--- src/rtl/meas_point_pkg.sv ---
// Shared types and constants for the measurement point buffer.
//   meas_point_t : one queued point {ch, v, t} at the default widths
//   CH1 / CH2    : channel tag values carried in the ch field
package meas_point_pkg;

    localparam int V_WIDTH_DEF = 16;
    localparam int T_WIDTH_DEF = 10;

    localparam logic CH1 = 1'b0;
    localparam logic CH2 = 1'b1;

    typedef struct packed {
        logic                   ch;
        logic [V_WIDTH_DEF-1:0] v;
        logic [T_WIDTH_DEF-1:0] t;
    } meas_point_t;

endpackage

--- src/rtl/sync_fifo_fwft.sv ---
// First-word-fall-through synchronous FIFO.
//   clk_i, arst_i : clock, asynchronous active-high reset
//   clr_i         : synchronous flush, overrides push/pop in the same cycle
//   push_i/data_i : write request and data (ignored when full unless popping)
//   pop_i         : consume head (ignored when empty)
//   data_o        : head entry, zero while empty
//   full_o, empty_o, count_o : occupancy status
module sync_fifo_fwft #(
    parameter int WIDTH = 27,
    parameter int DEPTH = 16
) (
    input  logic                     clk_i,
    input  logic                     arst_i,
    input  logic                     clr_i,
    input  logic                     push_i,
    input  logic [WIDTH-1:0]         data_i,
    input  logic                     pop_i,
    output logic [WIDTH-1:0]         data_o,
    output logic                     full_o,
    output logic                     empty_o,
    output logic [$clog2(DEPTH):0]   count_o
);

    localparam int AW = $clog2(DEPTH);
    localparam int CW = AW + 1;
    localparam logic [CW-1:0] FULL_CNT = CW'(DEPTH);

    logic [WIDTH-1:0] mem [DEPTH];
    logic [AW-1:0]    wr_ptr_reg;
    logic [AW-1:0]    rd_ptr_reg;
    logic [CW-1:0]    count_reg;
    logic             do_push;
    logic             do_pop;

    assign full_o  = (count_reg == FULL_CNT);
    assign empty_o = (count_reg == '0);
    assign count_o = count_reg;

    // A pop frees a slot in the same cycle, so push is accepted when full
    // as long as a real pop happens alongside it.
    assign do_pop  = pop_i & ~empty_o & ~clr_i;
    assign do_push = push_i & ~clr_i & (~full_o | do_pop);

    // Pointers wrap naturally because DEPTH is a power of two.
    always_ff @(posedge clk_i or posedge arst_i) begin
        if (arst_i) begin
            wr_ptr_reg <= '0;
            rd_ptr_reg <= '0;
            count_reg  <= '0;
        end else if (clr_i) begin
            wr_ptr_reg <= '0;
            rd_ptr_reg <= '0;
            count_reg  <= '0;
        end else begin
            if (do_push) wr_ptr_reg <= wr_ptr_reg + AW'(1);
            if (do_pop)  rd_ptr_reg <= rd_ptr_reg + AW'(1);
            case ({do_push, do_pop})
                2'b10:   count_reg <= count_reg + CW'(1);
                2'b01:   count_reg <= count_reg - CW'(1);
                default: count_reg <= count_reg;
            endcase
        end
    end

    // Storage needs no reset: occupancy is tracked by the pointers/count.
    always_ff @(posedge clk_i) begin
        if (do_push) mem[wr_ptr_reg] <= data_i;
    end

    assign data_o = empty_o ? '0 : mem[rd_ptr_reg];

endmodule

--- src/rtl/meas_point_buf.sv ---
// Measurement point buffer: captures (threshold, delay) point pulses from two
// channels into per-channel holding registers, arbitrates them (channel 1
// first) into a FWFT FIFO, and counts points lost to occupied holding regs.
//   clk_i, arst_i       : measure clock, asynchronous active-high reset
//   clr_i               : synchronous flush of FIFO, holding regs, error state
//   chN_rdy_i/v_i/t_i   : point pulse and payload for channel N
//   pop_i               : consume head entry
//   valid_o, data_o     : FIFO non-empty, head entry {ch, v, t}
//   count_o             : stored entries
//   ovf_o, drop_cnt_o   : sticky drop flag, saturating drop counter
module meas_point_buf
    import meas_point_pkg::*;
#(
    parameter int DEPTH          = 16,
    parameter int V_WIDTH        = 16,
    parameter int T_WIDTH        = 10,
    parameter int DROP_CNT_WIDTH = 8
) (
    input  logic                           clk_i,
    input  logic                           arst_i,
    input  logic                           clr_i,
    input  logic                           ch1_rdy_i,
    input  logic [V_WIDTH-1:0]             ch1_v_i,
    input  logic [T_WIDTH-1:0]             ch1_t_i,
    input  logic                           ch2_rdy_i,
    input  logic [V_WIDTH-1:0]             ch2_v_i,
    input  logic [T_WIDTH-1:0]             ch2_t_i,
    input  logic                           pop_i,
    output logic                           valid_o,
    output logic [V_WIDTH+T_WIDTH:0]       data_o,
    output logic [$clog2(DEPTH):0]         count_o,
    output logic                           ovf_o,
    output logic [DROP_CNT_WIDTH-1:0]      drop_cnt_o
);

    localparam int PW = V_WIDTH + T_WIDTH;
    localparam int DW = 1 + PW;
    localparam int SW = DROP_CNT_WIDTH + 1;

    logic [1:0]          rdy;
    logic [PW-1:0]       in_pt [2];
    logic [PW-1:0]       pend  [2];
    logic [1:0]          vld;
    logic [1:0]          wr;
    logic [1:0]          load;
    logic [1:0]          drop;

    logic                fifo_full;
    logic                fifo_empty;
    logic                pop_eff;
    logic                space;
    logic                push;
    logic [DW-1:0]       push_data;

    logic                ovf_reg;
    logic [DROP_CNT_WIDTH-1:0] drop_cnt_reg;
    logic [SW-1:0]       drop_sum;
    logic [DROP_CNT_WIDTH-1:0] drop_cnt_next;

    assign rdy      = {ch2_rdy_i, ch1_rdy_i};
    assign in_pt[0] = {ch1_v_i, ch1_t_i};
    assign in_pt[1] = {ch2_v_i, ch2_t_i};

    // A slot is available if not full, or if a genuine pop frees one now.
    assign pop_eff = pop_i & ~fifo_empty;
    assign space   = ~fifo_full | pop_eff;

    // Single write port: channel 1 wins, channel 2 waits its turn.
    assign wr[0]     = vld[0] & space;
    assign wr[1]     = ~vld[0] & vld[1] & space;
    assign push      = wr[0] | wr[1];
    assign push_data = wr[0] ? {CH1, pend[0]} : {CH2, pend[1]};

    genvar gi;
    generate
        for (gi = 0; gi < 2; gi++) begin : g_ch
            logic          vld_reg;
            logic [PW-1:0] pend_reg;

            // A draining holding reg can accept a new point in the same cycle.
            assign load[gi] = rdy[gi] & (~vld_reg | wr[gi]);
            assign drop[gi] = rdy[gi] & ~load[gi];
            assign vld[gi]  = vld_reg;
            assign pend[gi] = pend_reg;

            always_ff @(posedge clk_i or posedge arst_i) begin
                if (arst_i) begin
                    vld_reg  <= 1'b0;
                    pend_reg <= '0;
                end else if (clr_i) begin
                    vld_reg  <= 1'b0;
                end else if (load[gi]) begin
                    vld_reg  <= 1'b1;
                    pend_reg <= in_pt[gi];
                end else if (wr[gi]) begin
                    vld_reg  <= 1'b0;
                end
            end
        end
    endgenerate

    // Both channels can drop in the same cycle, so the counter may step by 2.
    assign drop_sum      = {1'b0, drop_cnt_reg} + SW'(drop[0]) + SW'(drop[1]);
    assign drop_cnt_next = drop_sum[SW-1] ? '1 : drop_sum[DROP_CNT_WIDTH-1:0];

    always_ff @(posedge clk_i or posedge arst_i) begin
        if (arst_i) begin
            ovf_reg      <= 1'b0;
            drop_cnt_reg <= '0;
        end else if (clr_i) begin
            ovf_reg      <= 1'b0;
            drop_cnt_reg <= '0;
        end else begin
            if (|drop) ovf_reg <= 1'b1;
            drop_cnt_reg <= drop_cnt_next;
        end
    end

    sync_fifo_fwft #(
        .WIDTH (DW),
        .DEPTH (DEPTH)
    ) u_fifo (
        .clk_i   (clk_i),
        .arst_i  (arst_i),
        .clr_i   (clr_i),
        .push_i  (push),
        .data_i  (push_data),
        .pop_i   (pop_i),
        .data_o  (data_o),
        .full_o  (fifo_full),
        .empty_o (fifo_empty),
        .count_o (count_o)
    );

    assign valid_o    = ~fifo_empty;
    assign ovf_o      = ovf_reg;
    assign drop_cnt_o = drop_cnt_reg;

endmodule

--- config.mk ---
export PLATFORM = sky130hd
export DESIGN_NAME = meas_point_buf
export DESIGN_NICKNAME = d
export VERILOG_FILES = /design/src/rtl/meas_point_pkg.sv /design/src/rtl/sync_fifo_fwft.sv /design/src/rtl/meas_point_buf.sv
export SDC_FILE = /design/constraint.sdc
export NUM_CORES = 1
export LEC_CHECK = 0
export ABC_AREA = 1
export ABC_CLOCK_PERIOD_IN_PS = 4690
export CORE_UTILIZATION = 40
export DETAILED_ROUTE_END_ITERATION = 10
export DONT_BUFFER_PORTS = 1
export HOLD_SLACK_MARGIN = 0.05
export SLEW_MARGIN = 30
export SYNTH_ARGS = -nofsm -noshare
export SYNTH_HDL_FRONTEND = slang
export SYNTH_SLANG_ARGS = --single-unit
export TNS_END_PERCENT = 1
--- constraint.sdc ---
create_clock -name clk_i -period 4.69 [get_ports clk_i]
set_clock_uncertainty 0.1 [all_clocks]
set_input_delay 0.938 -clock clk_i [delete_from_list [all_inputs] [get_ports clk_i]]
set_output_delay 0.938 -clock clk_i [all_outputs]
set_load 0.01 [all_outputs]
# Word-level counts from Yosys, hierarchy flattened
# Memory sizes are Yosys's and may differ from the RTL's.
# Cells that the tools add are included.
[totals] register_bits=76 ram_bits=432 out_inout_bits=42 n_memories=1
[mem_list] memory="u_fifo.mem" depth=16 word_bits=27 read_ports=1 rd_clocked_by_memory_dff=0 wr=1 line_no="sync_fifo_fwft.sv:28" rtl="logic [WIDTH-1:0] mem [DEPTH];"
[op_classes] n_addsub=6 n_eq_ne=3 n_mux=20 bitwise_logic=23 reduce_logical=10
[ops] op="27-bit 2-to-1 mux" n=2
[ops] op="4-bit 2-to-1 mux" n=4
[ops] op="8-bit 2-to-1 mux" n=2
[ops] op="1-bit bitwise AND" n=11
[ops] op="1-bit 2-to-1 mux" n=10
[ops] op="5-bit case mux with 2 select lines" n=1
[ops] op="8-bit by 1-bit adder with 9-bit output" n=1
[ops] op="9-bit by 1-bit adder with 9-bit output" n=1
[ops] op="3-bit nonzero test" n=3
[ops] op="4-bit by 1-bit adder with 4-bit output (second input constant)" n=2
[ops] op="1-bit NOT" n=7
[ops] op="2-bit nonzero test" n=3
[ops] op="5-bit by 1-bit adder with 5-bit output (second input constant)" n=1
[ops] op="5-bit equality test (second input constant)" n=1
[ops] op="5-bit logical NOT" n=1
[ops] op="5-bit 2-to-1 mux" n=1
[ops] op="1-bit bitwise OR" n=5
[ops] op="5-bit by 1-bit subtractor with 5-bit output (second input constant)" n=1
[ops] op="2-bit AND reduction" n=2
[ops] op="2-bit by 1-bit equality test with 1-bit output (second input constant)" n=1
[ops] op="2-bit equality test (second input constant)" n=1
[ops] op="2-bit OR reduction" n=1

# Longest topological paths before layout
[depth] ltp_word=13 ltp_mapped=16 mapped_depth_nobuf=16

# Modules after synthesis
# Synthesis repeated with hierarchy kept, for this count alone.
[unflattened] cells_unflattened=1927 hier_area_um2=21146.5
[modules_own_cells] module="sync_fifo_fwft" n_inst=1 cells_per_inst=1547 area_per_inst_um2=18137.4 seq_area_each_um2=13297.8
[modules_own_cells] module="meas_point_buf" n_inst=1 cells_per_inst=380 area_per_inst_um2=3009.1 seq_area_each_um2=1576.5

# Worst setup path after synthesis
# Ideal clock, no wire load.
[synth_timing] path_type="input to register" startpoint="input port clr_i" endpoint="memory u_fifo.mem[11][0], enable pin" setup_time_ps=411 arrival_time_ps=2747 t_required_ps=4179 path_slack_ps=1432 path_stages=5 cell_sequence="inv_2 o21ai_1 nor2_2 nand2_1 nor2_1"
[synth_via] elab_chain_cells=6 word_cells_on_any_way=7 cone_classes="mux (2); bitwise (5)"
[synth_lines] item="start: declaration" line_no="meas_point_buf.sv:21" rtl="input logic clr_i,"
[synth_lines] item="1-bit NOT (no line) (*)"
[synth_lines] item="1-bit bitwise AND" line_no="sync_fifo_fwft.sv:41" rtl="assign do_pop = pop_i & ~empty_o & ~clr_i;"
[synth_lines] item="1-bit bitwise OR" line_no="sync_fifo_fwft.sv:42" rtl="assign do_push = push_i & ~clr_i & (~full_o | do_pop);"
[synth_lines] item="1-bit bitwise AND (*)" line_no="sync_fifo_fwft.sv:42"
[synth_lines] item="1-bit 2-to-1 mux (*)" line_no="sync_fifo_fwft.sv:67" rtl="if (do_push) mem[wr_ptr_reg] <= data_i;"
[synth_lines] item="1-bit 2-to-1 mux (not written as such) (*)" line_no="sync_fifo_fwft.sv:67"
[synth_lines] item="end: declaration" line_no="sync_fifo_fwft.sv:28"
# Mark *: on every way between the ends. The rest lies on a longest branch, timed or not.

# Final worst setup path
[layout_timing] startpoint="register u_fifo.rd_ptr_reg[0]" endpoint="output port data_o[18]"
[layout_via] elab_chain_cells=2
[layout_lines] item="start: declaration" line_no="sync_fifo_fwft.sv:30" rtl="logic [AW-1:0] rd_ptr_reg;"
[layout_lines] item="start signal: assignment" line_no="sync_fifo_fwft.sv:56" rtl="if (do_pop) rd_ptr_reg <= rd_ptr_reg + AW'(1);"
[layout_lines] item="memory read 16 x 27 bit"
[layout_lines] item="27-bit 2-to-1 mux" line_no="sync_fifo_fwft.sv:70" rtl="assign data_o = empty_o ? '0 : mem[rd_ptr_reg];"
[layout_lines] item="end: declaration" line_no="meas_point_buf.sv:30" rtl="output logic [V_WIDTH+T_WIDTH:0] data_o,"
# Every way passes these cells.

==> results.tsv <==
stage	metric	value	unit
routing	wire_per_inst	21.8	µm
floorplanning	die_w	228	µm
yosys	post-synth-top-area-cell	edfxtp_1	
setup_path	crit_path_max_incr_delay	0.69	ns
yosys	yosys.area_share.adder	0.586	%
timing	rsz0062_at_grt	false	
clock_network	ctsHoldBuffers	0	
floorplanning	fp.dieArea	52200	µm²
yosys	synth_area_in_compound_gates	10.5	%
layout	largest_reg_flops	432	
yosys	dominant_combinational_cell_family_by_area_after_synthesis	compound AO/OA/AOI/OAI gates	
routing	route.vias.total	12450	
pwr	power.leakage	8.26	nW
clock_network	post_cts.resized_instances	0	
layout	drive_above_1_share	13.9	%
yosys	post_synth_instance_area	20500	µm²
yosys	synth.ff_latch_count	508	
layout	layout.nets	1638	
yosys	synth_edf_count	432	
timing	period_minus_slack	4.23	ns
floorplanning	floorplan.die.height	228	µm
yosys	synth_seq_area_share	72.5	%
pwr	power.internal	8.51	mW
routing	remaining_drc_errors	0	
yosys	simple_gate_fraction_of_synth_area	8.56	%
status	status	complete, no violations	
clock_network	cts-root-to-sink-buffers	3	
global_routing	antenna_violations_before_repair	0	
timing	highest_clock_rate	237	MHz
floorplanning	num_io_pins	100	
floorplanning	floorplan.initialDensity	40.7	%
timing	final-hold-violation-count	0	
routing	ant_nets	0	
setup_path	timing.critical_path.cells	inv_4 > buf_12 > nand2_1 > a221oi_1 > nor2_1 > a211oi_1 > buf_4	
timing	worstMarginPinSlew	0.940	ns
yosys	synth_top_area_share	63.2	%
timing	final_critical_path_setup_slack	0.465	ns
floorplanning	rows	82	
pwr	power-per-cell-area	521	nW/µm²
pwr	clockPowerShare	31.4	%
placed_design	dp_slack	1.04	ns
global_routing	grt_pass1_wl	75.2	mm
clock_network	cts_made_buffers	49	
global_routing	first_global_vias	12202	
placed_design	gp_congestion	0.768	
setup_path	cp-start-kind	register	
yosys	yosys-mux-area-fraction	4.79	%
yosys	synth_ff_type	edfxtp_1	
setup_path	setup.worst_path.class	reg2out	
timing	tns	0	ns
setup_path	crit_slowest_cell	dfrtp_4	
clock_network	clock-root-buffer	clkbuf_16	
pwr	vdd_ir_drop_max	0.000320	V
clock_network	cts_tree	done	
timing	final.period_utilization	90.1	%
clock_network	h-tree-depth	2	
setup_path	cp_max_fo	54	
timing	max_slew_headroom	37.2	%
placed_design	place.port_buffers	0	
yosys	synth.avg_cell_area	13.4	µm²
yosys	post_synth_num_cell_types	44	
routing	dr.pass1.iters	5	
setup_path	endpoint_kind	primary output	
global_routing	pin_count_of_the_biggest_net_entering_global_routing	119	
global_routing	grt_use_total	19.0	%
floorplanning	design.core.area	50400	µm²
yosys	warnings_synthesis	0	
global_routing	grt_overflow	0	
clock_network	cts.reportedPaths.clkPinSlew	0.06	ns
pwr	p_seq_share	44.4	%
pwr	p_sw_share	30.2	%
timing	report.final.setup_viol	0	
placed_design	detailedPlacementHpwl	27.9	mm
yosys	synthCells	1530	
clock_network	post_cts_setup_buffers	0	
pwr	power.switching	3.68	mW
routing	drt_first_iter_violations	1090	
yosys	synth_fp_nets	1597	
routing	detail_route.wirelength	49.7	mm
routing	avgViaCountPerCell	5.46	
job	max_cap_violations	0	
clock_network	worstSkewPairLatency	0.58	ns
timing	final_max_slew_viol_count	0	
yosys	synth_area_leaders	edfxtp_1, dfrtp_1, nand2_1, a21oi_1, nor2_1	
yosys	yosys.area_share.xor_xnor	0.171	%
yosys	async_reset_ff_share	15.0	%
layout	antenna_cells_inserted	0	
layout	layout-area-overhead-vs-synth	14.0	%
pwr	combPwrFrac	24.2	%
setup_path	worstPathRequired	3.65	ns
layout	layout.filler_cells	4392	
worst_hold_path	hp_class	in2async	
setup_path	worst_ep_arrival_time	3.19	ns
clock_network	clock_sinks	508	
## final timing paths
path | endpoint | slack, ns | start | depth (start not counted)
max in group asynchronous | u_fifo.rd_ptr_reg[0]$_DFFE_PP0P_ | 3.25 | arst_i | 2
min | g_ch[1].pend_reg[1]$_DFFE_PP0P_ | 0.24 | arst_i | 1
min in group clk_i | drop_cnt_o[4]$_DFF_PP0_ | 0.33 | clr_i | 1
max reg2reg | drop_cnt_o[5]$_DFF_PP0_ | 1.71 | u_fifo.count_o[3]$_DFFE_PP0P_ | 15
min reg2reg | g_ch[0].pend_reg[25]$_DFFE_PP0P_ | 0.39 | g_ch[0].pend_reg[25]$_DFFE_PP0P_ | 1
max | data_o[18] | 0.46 | u_fifo.rd_ptr_reg[0]$_DFFE_PP0P_ | 7
## power by group through the flow
stage          logic, mW  registers (mW)  clock network, mW
3_5_place_dp        2.98            5.50                  0
4_1_cts             2.99            5.41               3.89
3_3_place_gp        2.94            5.50                  0
6_report            2.96            5.41               3.83
5_1_grt             3.25            5.43               4.05
2_1_floorplan       1.91            5.43                  0
## cells in the mapped netlist (all sizes together), types with 2 or more instances
library cell,count
o22ai,28
ha,8
a21boi,27
buf,43
a31oi,2
dfrtp,76
edfxtp,432
inv,42
o221ai,27
xor2,3
nor3,32
nand2,272
a22o,2
clkinv,3
clkbuf,44
a21oi,128
a221oi,27
o21ai,77
nand3,13
nor2,123
mux2,60
mux2i,27
a211oi,27
## per-stage QoR
| step | utilization [%] | hold WS, ns | area [µm²] | power [mW] | cells |
|---|---|---|---|---|---|
| floorplan | - | 0.353 | 20500 | 7.34 | 1530 |
| global placement | 43.3 | 0.371 | 21800 | 8.44 | 2191 |
| detailed placement | 43.3 | 0.379 | 21800 | 8.48 | 2191 |
| CTS | 46.4 | 0.256 | 23400 | 12.3 | 2281 |
| global route | 46.4 | 0.287 | 23400 | 12.7 | 2282 |
| finish | 46.4 | 0.241 | 23400 | 12.2 | 2282 |
## cell usage in the layout, fill, tap and decap left out, types with 29 or more instances in the layout
cell type / n
a21oi_1: 127
clkbuf_16: 53
dfrtp_1: 74
nand2_1: 269
inv_1: 35
nor2_1: 102
o21ai_0: 75
buf_4: 64
edfxtp_1: 432
nor3_1: 32
mux2_2: 29
## kinds of logic after synthesis
kind of cell | after synthesis
AO/OA/AOI/OAI | 348
XOR/XNOR | 4
adder cells (fa/ha/maj) | 9
buffers and inverters | 132
flip-flops | 508
multiplexers | 87
AND/OR/NAND/NOR | 442
## critical path, delay by kind of cell, from the launching register on
kind	cells	cell delay, ns
buf+inv	3	0.89
simple gates	2	0.17
compound gates	2	0.81
flops	1	0.69
## area by class of cell
type                    instances  area [µm²]  share of cell area, %
repair buffers                 77         746                   3.19
inverters                      45         173                  0.738
well taps                     672         841                   3.60
clock buffers                  69        1430                   6.09
clock inverters                21         144                  0.615
multi-input cells             890        5180                   22.1
flip-flops and latches        508       14900                   63.6
## layer usage
| layer | wire length, µm | global-route usage (%) | up-vias | share of wire (%) |
|---|---|---|---|---|
| met5 | 0 | 0 | - | 0 |
| met4 | 1200 | 5.60 | 0 | 2.4 |
| met3 | 3100 | 2.97 | 74 | 6.2 |
| met2 | 24100 | 31.5 | 411 | 48 |
| met1 | 21300 | 25.8 | 6239 | 43 |
| li1 | - | - | 5726 | - |
No activity file was read; power rests on OpenSTA's default activity.
